==> src/rtl/rf_wb_arbiter_if.sv <==
// Bus bundle between the register-file write arbiter and its neighbours:
// pipeline writeback, the multi-cycle unit, the hazard unit and the regfile port.
interface rf_wb_arbiter_if #(
    parameter int DEPTH = 2
);
    localparam int CW = $clog2(DEPTH) + 1;

    logic          a_we;
    logic [4:0]    a_reg;
    logic [31:0]   a_data;
    logic          b_valid;
    logic [4:0]    b_reg;
    logic [31:0]   b_data;
    logic          b_ready;
    logic          sb_set;
    logic [4:0]    sb_reg;
    logic [4:0]    rs_addr;
    logic [4:0]    rt_addr;
    logic          rs_busy;
    logic          rt_busy;
    logic          RegWrite;
    logic [4:0]    W_reg;
    logic [31:0]   W_data;
    logic          pipe_stall;
    logic [CW-1:0] fifo_count;

    modport slave (
        input  a_we, a_reg, a_data, b_valid, b_reg, b_data,
               sb_set, sb_reg, rs_addr, rt_addr,
        output b_ready, rs_busy, rt_busy, RegWrite, W_reg, W_data,
               pipe_stall, fifo_count
    );

    modport master (
        output a_we, a_reg, a_data, b_valid, b_reg, b_data,
               sb_set, sb_reg, rs_addr, rt_addr,
        input  b_ready, rs_busy, rt_busy, RegWrite, W_reg, W_data,
               pipe_stall, fifo_count
    );
endinterface

==> src/rtl/rf_wb_arbiter.sv <==
// Register-file write-port arbiter: pipeline writeback wins, multi-cycle results queue and drain
// on idle cycles, with a busy scoreboard. Define RF_ARB_BYPASS_EN to let B write an idle port directly.
module rf_wb_arbiter #(
    parameter int DEPTH    = 2,
    parameter int MAX_WAIT = 4
) (
    input logic            clk,
    input logic            rst_n,
    rf_wb_arbiter_if.slave bus
);
    localparam int PW = $clog2(DEPTH);
    localparam int CW = PW + 1;
    localparam int WW = $clog2(MAX_WAIT + 1);
    localparam logic [CW-1:0] FULL_CNT = CW'(DEPTH);
    localparam logic [WW-1:0] WAIT_LIM = WW'(MAX_WAIT);

    logic [4:0]    q_reg  [DEPTH];
    logic [31:0]   q_data [DEPTH];
    logic [PW-1:0] rd_ptr, wr_ptr;
    logic [CW-1:0] count, count_nx;
    logic [31:0]   busy, busy_nx, set_mask, clr_mask;
    logic [WW-1:0] wait_cnt, wait_nx;
    logic          stall, stall_nx;
    logic          empty, full, b_fire, push, pop, byp, b_commit;
    logic          sel_vld;
    logic [4:0]    sel_reg;
    logic [31:0]   sel_data;

    always_comb begin
        empty  = (count == '0);
        full   = (count == FULL_CNT);
        b_fire = bus.b_valid && rst_n && !full;
`ifdef RF_ARB_BYPASS_EN
        byp = rst_n && empty && !bus.a_we && bus.b_valid;
`else
        byp = 1'b0;
`endif
        pop  = rst_n && !bus.a_we && !empty;
        // Register-0 results complete the handshake but never occupy a slot.
        push = b_fire && (bus.b_reg != 5'd0) && !byp;

        sel_vld  = 1'b0;
        sel_reg  = 5'd0;
        sel_data = 32'd0;
        if (bus.a_we) begin
            sel_vld  = 1'b1;
            sel_reg  = bus.a_reg;
            sel_data = bus.a_data;
        end else if (!empty) begin
            sel_vld  = 1'b1;
            sel_reg  = q_reg[rd_ptr];
            sel_data = q_data[rd_ptr];
        end else if (byp) begin
            sel_vld  = 1'b1;
            sel_reg  = bus.b_reg;
            sel_data = bus.b_data;
        end

        // Only port-B commits retire scoreboard entries; a same-cycle set overrides the clear.
        b_commit = pop || byp;
        clr_mask = b_commit ? (32'd1 << sel_reg) : 32'd0;
        set_mask = (bus.sb_set && bus.sb_reg != 5'd0) ? (32'd1 << bus.sb_reg) : 32'd0;
        busy_nx  = (busy & ~clr_mask) | set_mask;

        count_nx = count + CW'(push) - CW'(pop);

        wait_nx = '0;
        if (!empty && bus.a_we)
            wait_nx = (wait_cnt == WAIT_LIM) ? wait_cnt : wait_cnt + WW'(1);

        stall_nx = (count_nx == FULL_CNT) || (wait_nx == WAIT_LIM);
    end

    assign bus.b_ready    = rst_n && !full;
    assign bus.RegWrite   = rst_n && sel_vld && (sel_reg != 5'd0);
    assign bus.W_reg      = rst_n ? sel_reg : 5'd0;
    assign bus.W_data     = rst_n ? sel_data : 32'd0;
    assign bus.rs_busy    = busy[bus.rs_addr];
    assign bus.rt_busy    = busy[bus.rt_addr];
    assign bus.fifo_count = count;
    assign bus.pipe_stall = stall;

    always_ff @(posedge clk or negedge rst_n) begin
        if (!rst_n) begin
            rd_ptr   <= '0;
            wr_ptr   <= '0;
            count    <= '0;
            busy     <= '0;
            wait_cnt <= '0;
            stall    <= 1'b0;
        end else begin
            if (push) wr_ptr <= wr_ptr + PW'(1);
            if (pop)  rd_ptr <= rd_ptr + PW'(1);
            count    <= count_nx;
            busy     <= busy_nx;
            wait_cnt <= wait_nx;
            stall    <= stall_nx;
        end
    end

    // Payload storage carries no reset; the cleared pointers make stale slots unreachable.
    always_ff @(posedge clk) begin
        if (push) begin
            q_reg[wr_ptr]  <= bus.b_reg;
            q_data[wr_ptr] <= bus.b_data;
        end
    end
endmodule

==> src/flat_wrapper.sv <==
// flat-port wrapper written by rule: the top's interface ports become plain ports
module rf_wb_arbiter_flat 
#(
    parameter int DEPTH    = 2,
    parameter int MAX_WAIT = 4
)
  (clk, rst_n, bus_a_we, bus_a_reg, bus_a_data, bus_b_valid, bus_b_reg, bus_b_data, bus_sb_set, bus_sb_reg, bus_rs_addr, bus_rt_addr, bus_b_ready, bus_rs_busy, bus_rt_busy, bus_RegWrite, bus_W_reg, bus_W_data, bus_pipe_stall, bus_fifo_count);
  rf_wb_arbiter_if #(.DEPTH(DEPTH)) bus_i ();
  input logic clk;
  input logic rst_n;
  input wire logic [$bits(bus_i.a_we)-1:0] bus_a_we;
  input wire logic [$bits(bus_i.a_reg)-1:0] bus_a_reg;
  input wire logic [$bits(bus_i.a_data)-1:0] bus_a_data;
  input wire logic [$bits(bus_i.b_valid)-1:0] bus_b_valid;
  input wire logic [$bits(bus_i.b_reg)-1:0] bus_b_reg;
  input wire logic [$bits(bus_i.b_data)-1:0] bus_b_data;
  input wire logic [$bits(bus_i.sb_set)-1:0] bus_sb_set;
  input wire logic [$bits(bus_i.sb_reg)-1:0] bus_sb_reg;
  input wire logic [$bits(bus_i.rs_addr)-1:0] bus_rs_addr;
  input wire logic [$bits(bus_i.rt_addr)-1:0] bus_rt_addr;
  output wire logic [$bits(bus_i.b_ready)-1:0] bus_b_ready;
  output wire logic [$bits(bus_i.rs_busy)-1:0] bus_rs_busy;
  output wire logic [$bits(bus_i.rt_busy)-1:0] bus_rt_busy;
  output wire logic [$bits(bus_i.RegWrite)-1:0] bus_RegWrite;
  output wire logic [$bits(bus_i.W_reg)-1:0] bus_W_reg;
  output wire logic [$bits(bus_i.W_data)-1:0] bus_W_data;
  output wire logic [$bits(bus_i.pipe_stall)-1:0] bus_pipe_stall;
  output wire logic [$bits(bus_i.fifo_count)-1:0] bus_fifo_count;
  assign bus_i.a_we = bus_a_we;
  assign bus_i.a_reg = bus_a_reg;
  assign bus_i.a_data = bus_a_data;
  assign bus_i.b_valid = bus_b_valid;
  assign bus_i.b_reg = bus_b_reg;
  assign bus_i.b_data = bus_b_data;
  assign bus_i.sb_set = bus_sb_set;
  assign bus_i.sb_reg = bus_sb_reg;
  assign bus_i.rs_addr = bus_rs_addr;
  assign bus_i.rt_addr = bus_rt_addr;
  assign bus_b_ready = bus_i.b_ready;
  assign bus_rs_busy = bus_i.rs_busy;
  assign bus_rt_busy = bus_i.rt_busy;
  assign bus_RegWrite = bus_i.RegWrite;
  assign bus_W_reg = bus_i.W_reg;
  assign bus_W_data = bus_i.W_data;
  assign bus_pipe_stall = bus_i.pipe_stall;
  assign bus_fifo_count = bus_i.fifo_count;
  rf_wb_arbiter #(.DEPTH(DEPTH), .MAX_WAIT(MAX_WAIT)) u_core (.clk(clk), .rst_n(rst_n), .bus(bus_i));
endmodule
==> config.mk <==
export PLATFORM = sky130hd
export DESIGN_NAME = rf_wb_arbiter_flat
export DESIGN_NICKNAME = d
export VERILOG_FILES = /design/src/rtl/rf_wb_arbiter_if.sv /design/src/rtl/rf_wb_arbiter.sv /design/src/flat_wrapper.sv
export SDC_FILE = /design/constraint.sdc
export NUM_CORES = 1
export LEC_CHECK = 0
export BUFFER_PORTS_ARGS = -buffer_cell sky130_fd_sc_hd__buf_2
export CORE_UTILIZATION = 40
export DETAILED_ROUTE_END_ITERATION = 8
export HOLD_SLACK_MARGIN = 0.03
export PLACE_DENSITY = 0.74
export REMOVE_ABC_BUFFERS = 1
export SYNTH_ARGS = -nofsm -noshare
export SYNTH_HDL_FRONTEND = slang
export SYNTH_SLANG_ARGS = --single-unit
export TNS_END_PERCENT = 30
==> constraint.sdc <==
create_clock -name clk -period 3.7 [get_ports clk]
set_clock_uncertainty 0.05 [all_clocks]
set_input_delay 0.555 -clock clk [delete_from_list [all_inputs] [get_ports clk]]
set_output_delay 0.555 -clock clk [all_outputs]
set_load 0.1 [all_outputs]
==> flow_metrics.py <==
metrics = {
    "power_and_ir_drop": {
        "internal_power_mw": 3.30,
        "power.net_switching_mw": 2.11,
        "leakage_nw": 2.98,
        "p_seq_frac": 0.332,
        "p_per_area_nw_per_um2": 721,
        "p_comb_frac": 0.389,
        "swShare": 0.390,
        "clockPowerShare": 0.279,
        "ir_drop_uv": 346,
    },
    "yosys": {
        "synthDistinctLibCells": 53,
        "yosys_warnings": 0,
        "synth_top_area_frac": 0.395,
        "synth.cell_area_sq_um": 5630,
        "async_flop_share": 0.351,
        "syn-instance-count": 445,
        "synth-edff-count": 74,
        "ys_seq_elements": 114,
        "ys.flop_type": "edfxtp_1",
        "synthTopCellsByArea": "edfxtp_1, dfrtp_1, mux2i_1",
        "syn_area_per_cell_sq_um": 12.6,
        "ys_seq_area_frac": 0.573,
        "synth.largest_area_cell": "edfxtp_1",
    },
    "detailed_routing": {
        "drc": 0,
        "first_pass_iters": 5,
        "vias": 4352,
        "drt-total-wl_um": 14400,
        "vias_per_cell": 5.62,
        "antenna_left": 0,
        "wl_per_cell_um": 18.6,
        "drt_iter0_drc": 238,
    },
    "global_routing": {
        "grt_pass1_wl_um": 23000,
        "grt_pass1_vias": 4556,
        "grt_antenna_before_repair": 1,
        "grt_max_degree": 38,
        "grt_usage": 0.208,
        "overflow": 0,
    },
    "sta": {
        "fin_crit_ns": 3.23,
        "rsz0062_at_grt": "false",
        "setup_viol": 0,
        "hold_viol": 0,
        "tightest_slew_ns": 0.789,
        "post-route-period-util": 0.874,
        "tns_ns": 0,
        "setup_ws_ns": 0.466,
        "drv_slew": 0,
        "maxSlewHeadroom": 0.474,
        "fmax_mhz": 309,
    },
    "min_path": {
        "holdCritPathClass": "input port to flip-flop",
    },
    "place": {
        "dp_hpwl_um": 10400,
        "gp_congestion": 0.925,
        "port_buffers": 137,
        "place.detailed.instances": 742,
        "dp_slack_ns": 0.821,
        "placed_area_sq_um": 6940,
    },
    "final_layout": {
        "drive_gt1_frac": 0.347,
        "final_nets": 684,
        "multi_input_area_sq_um": 2220,
        "final_cell_mix": "buf_2, edfxtp_1, o21ai_0, nand2_1, dfrtp_1",
        "fin_area_sq_um": 7500,
        "insertedDiodeCount": 0,
        "fillers": 1099,
        "area_growth_pct": 33.4,
        "final_common_cell": "buf_2",
        "largest_reg_flops": 64,
        "final_util": 0.556,
        "fin_cells": 775,
        "seqCellArea_sq_um": 3220,
    },
    "clocking": {
        "clk_latency_ns": 0.40,
        "cts_buffer_depth": 2,
        "cts-resized-gates": 0,
        "cts_tree": "yes",
        "ctsRootBufferMaster": "clkbuf_16",
        "clkSinkCount": 114,
        "holdBufCountCts": 1,
        "cts_buffers": 17,
        "cts_max_level": 4,
        "clkTransAtPathRegs_ns": 0.05,
        "post-cts-setup-buffer-count": 0,
    },
    "worst_setup_path": {
        "worstPathArrival_ns": 2.63,
        "critical_path_peak_fanout": 32,
        "cpPeakStageDelay_ns": 0.54,
        "crit_family": "buffers and inverters",
        "worstPathBufferInverterCount": 5,
        "critPathSlowestCell": "dlygate4sd3_1",
        "critPathKind": "input port to primary output",
        "startpoint_type": "input port",
        "cp-end-kind": "primary output",
        "path_cells": "dlygate4sd3_1 -> buf_2 -> inv_1 -> nor2_2 -> buf_4 -> nand2_1 -> o21ai_0 -> buf_12",
        "required_ns": 3.09,
    },
    "floorplan": {
        "die-height_um": 121,
        "io_pins": 138,
        "initial_core_util": 0.417,
        "die_area_sq_um": 14500,
        "core_area_sq_um": 13500,
        "die_x_um": 121,
        "rows": 42,
    },
    "run": {
        "maxCapViolCount": 0,
    },
    "run_status": {
        "status": "finished, final reports clean",
    },
}
## power by group through the flow
stage | Clock [mW] | Combinational [mW] | Sequential (mW)
floorplan | 0 | 1.31 | 1.91
global placement | 0 | 2.05 | 1.80
detailed placement | 0 | 2.10 | 1.81
CTS | 1.53 | 2.11 | 1.79
global route | 1.59 | 2.21 | 1.82
finish | 1.51 | 2.11 | 1.79
## synthesized netlist by cell type, types with 2 or more instances
master / n
edfxtp_1: 74
o21ai_0: 56
nand2_1: 46
dfrtp_1: 40
mux2i_1: 36
nor2_1: 20
o41ai_1: 19
inv_1: 16
mux4_2: 16
clkbuf_1: 10
mux2_2: 7
nand3_1: 7
o31ai_1: 7
buf_2: 6
o211ai_1: 6
a21oi_1: 5
buf_6: 5
nor2b_1: 5
a22oi_2: 4
ha_1: 4
nand2b_1: 4
nor3b_1: 4
nor4_1: 4
o21ai_1: 4
xnor2_1: 4
a2111oi_0: 2
a22o_1: 2
and3_1: 2
mux2_4: 2
nand3b_1: 2
nand4_1: 2
nor3_1: 2
o221ai_1: 2
## area by class of cell
type / instances / share of cell area
flip-flops and latches: 114 / 0.430
multi-input cells: 292 / 0.296
repair buffers: 145 / 0.164
clock buffers: 19 / 0.0577
well taps: 176 / 0.0293
clock inverters: 13 / 0.0158
inverters: 16 / 0.00800
## path summary, 6_finish.rpt
check | start | to | slack, ns | depth (start not counted)
setup / recovery | rst_n | bus_W_data[3] | 0.47 | 8
min in group asynchronous | rst_n | u_core.bus.fifo_count[0] | 0.57 | 2
max in group asynchronous | rst_n | u_core.rd_ptr | 2.24 | 3
setup reg to reg | u_core.bus.fifo_count[1] | u_core.bus.pipe_stall | 1.27 | 10
hold reg to reg | u_core.wr_ptr | u_core.wr_ptr | 0.49 | 1
hold / removal | bus_b_data[29] | u_core.q_data[0][29] | 0.29 | 1
## per-stage QoR
| step | total power, mW | hold WS (ns) |
|---|---|---|
| finish | 5.41 | 0.291 |
| global route | 5.62 | 0.280 |
| CTS | 5.43 | 0.278 |
| detailed placement | 3.91 | 0.409 |
| global placement | 3.85 | 0.405 |
| floorplan | 3.22 | 0.209 |
## logic make-up after synthesis
kind of cell,Yosys count,share of synthesized area
AO/OA/AOI/OAI,116,0.137
XOR/XNOR,5,0.00778
adder cells (fa/ha/maj),4,0.00890
buffers and inverters,39,0.0347
flip-flops,114,0.573
multiplexers,61,0.147
AND/OR/NAND/NOR,106,0.0914
## worst reg2reg max path, cell delays in order, from the launching register on
cell,delay (ns)
dfrtp_1,0.44
o21ba_1,0.31
nand2_1,0.10
buf_4,0.32
inv_1,0.09
ha_1,0.28
inv_1,0.04
ha_1,0.18
xnor2_1,0.14
xnor2_1,0.15
a32o_1,0.22
## layer usage
layer / global-route usage / vias to the layer above / wire (um)
li1: - / 2002 / -
met1: 0.253 / 2102 / 5840
met2: 0.339 / 222 / 6930
met3: 0.0703 / 24 / 1350
met4: 0.0849 / 2 / 270
met5: 0 / - / 13
No activity file was read; power rests on OpenSTA's default activity.
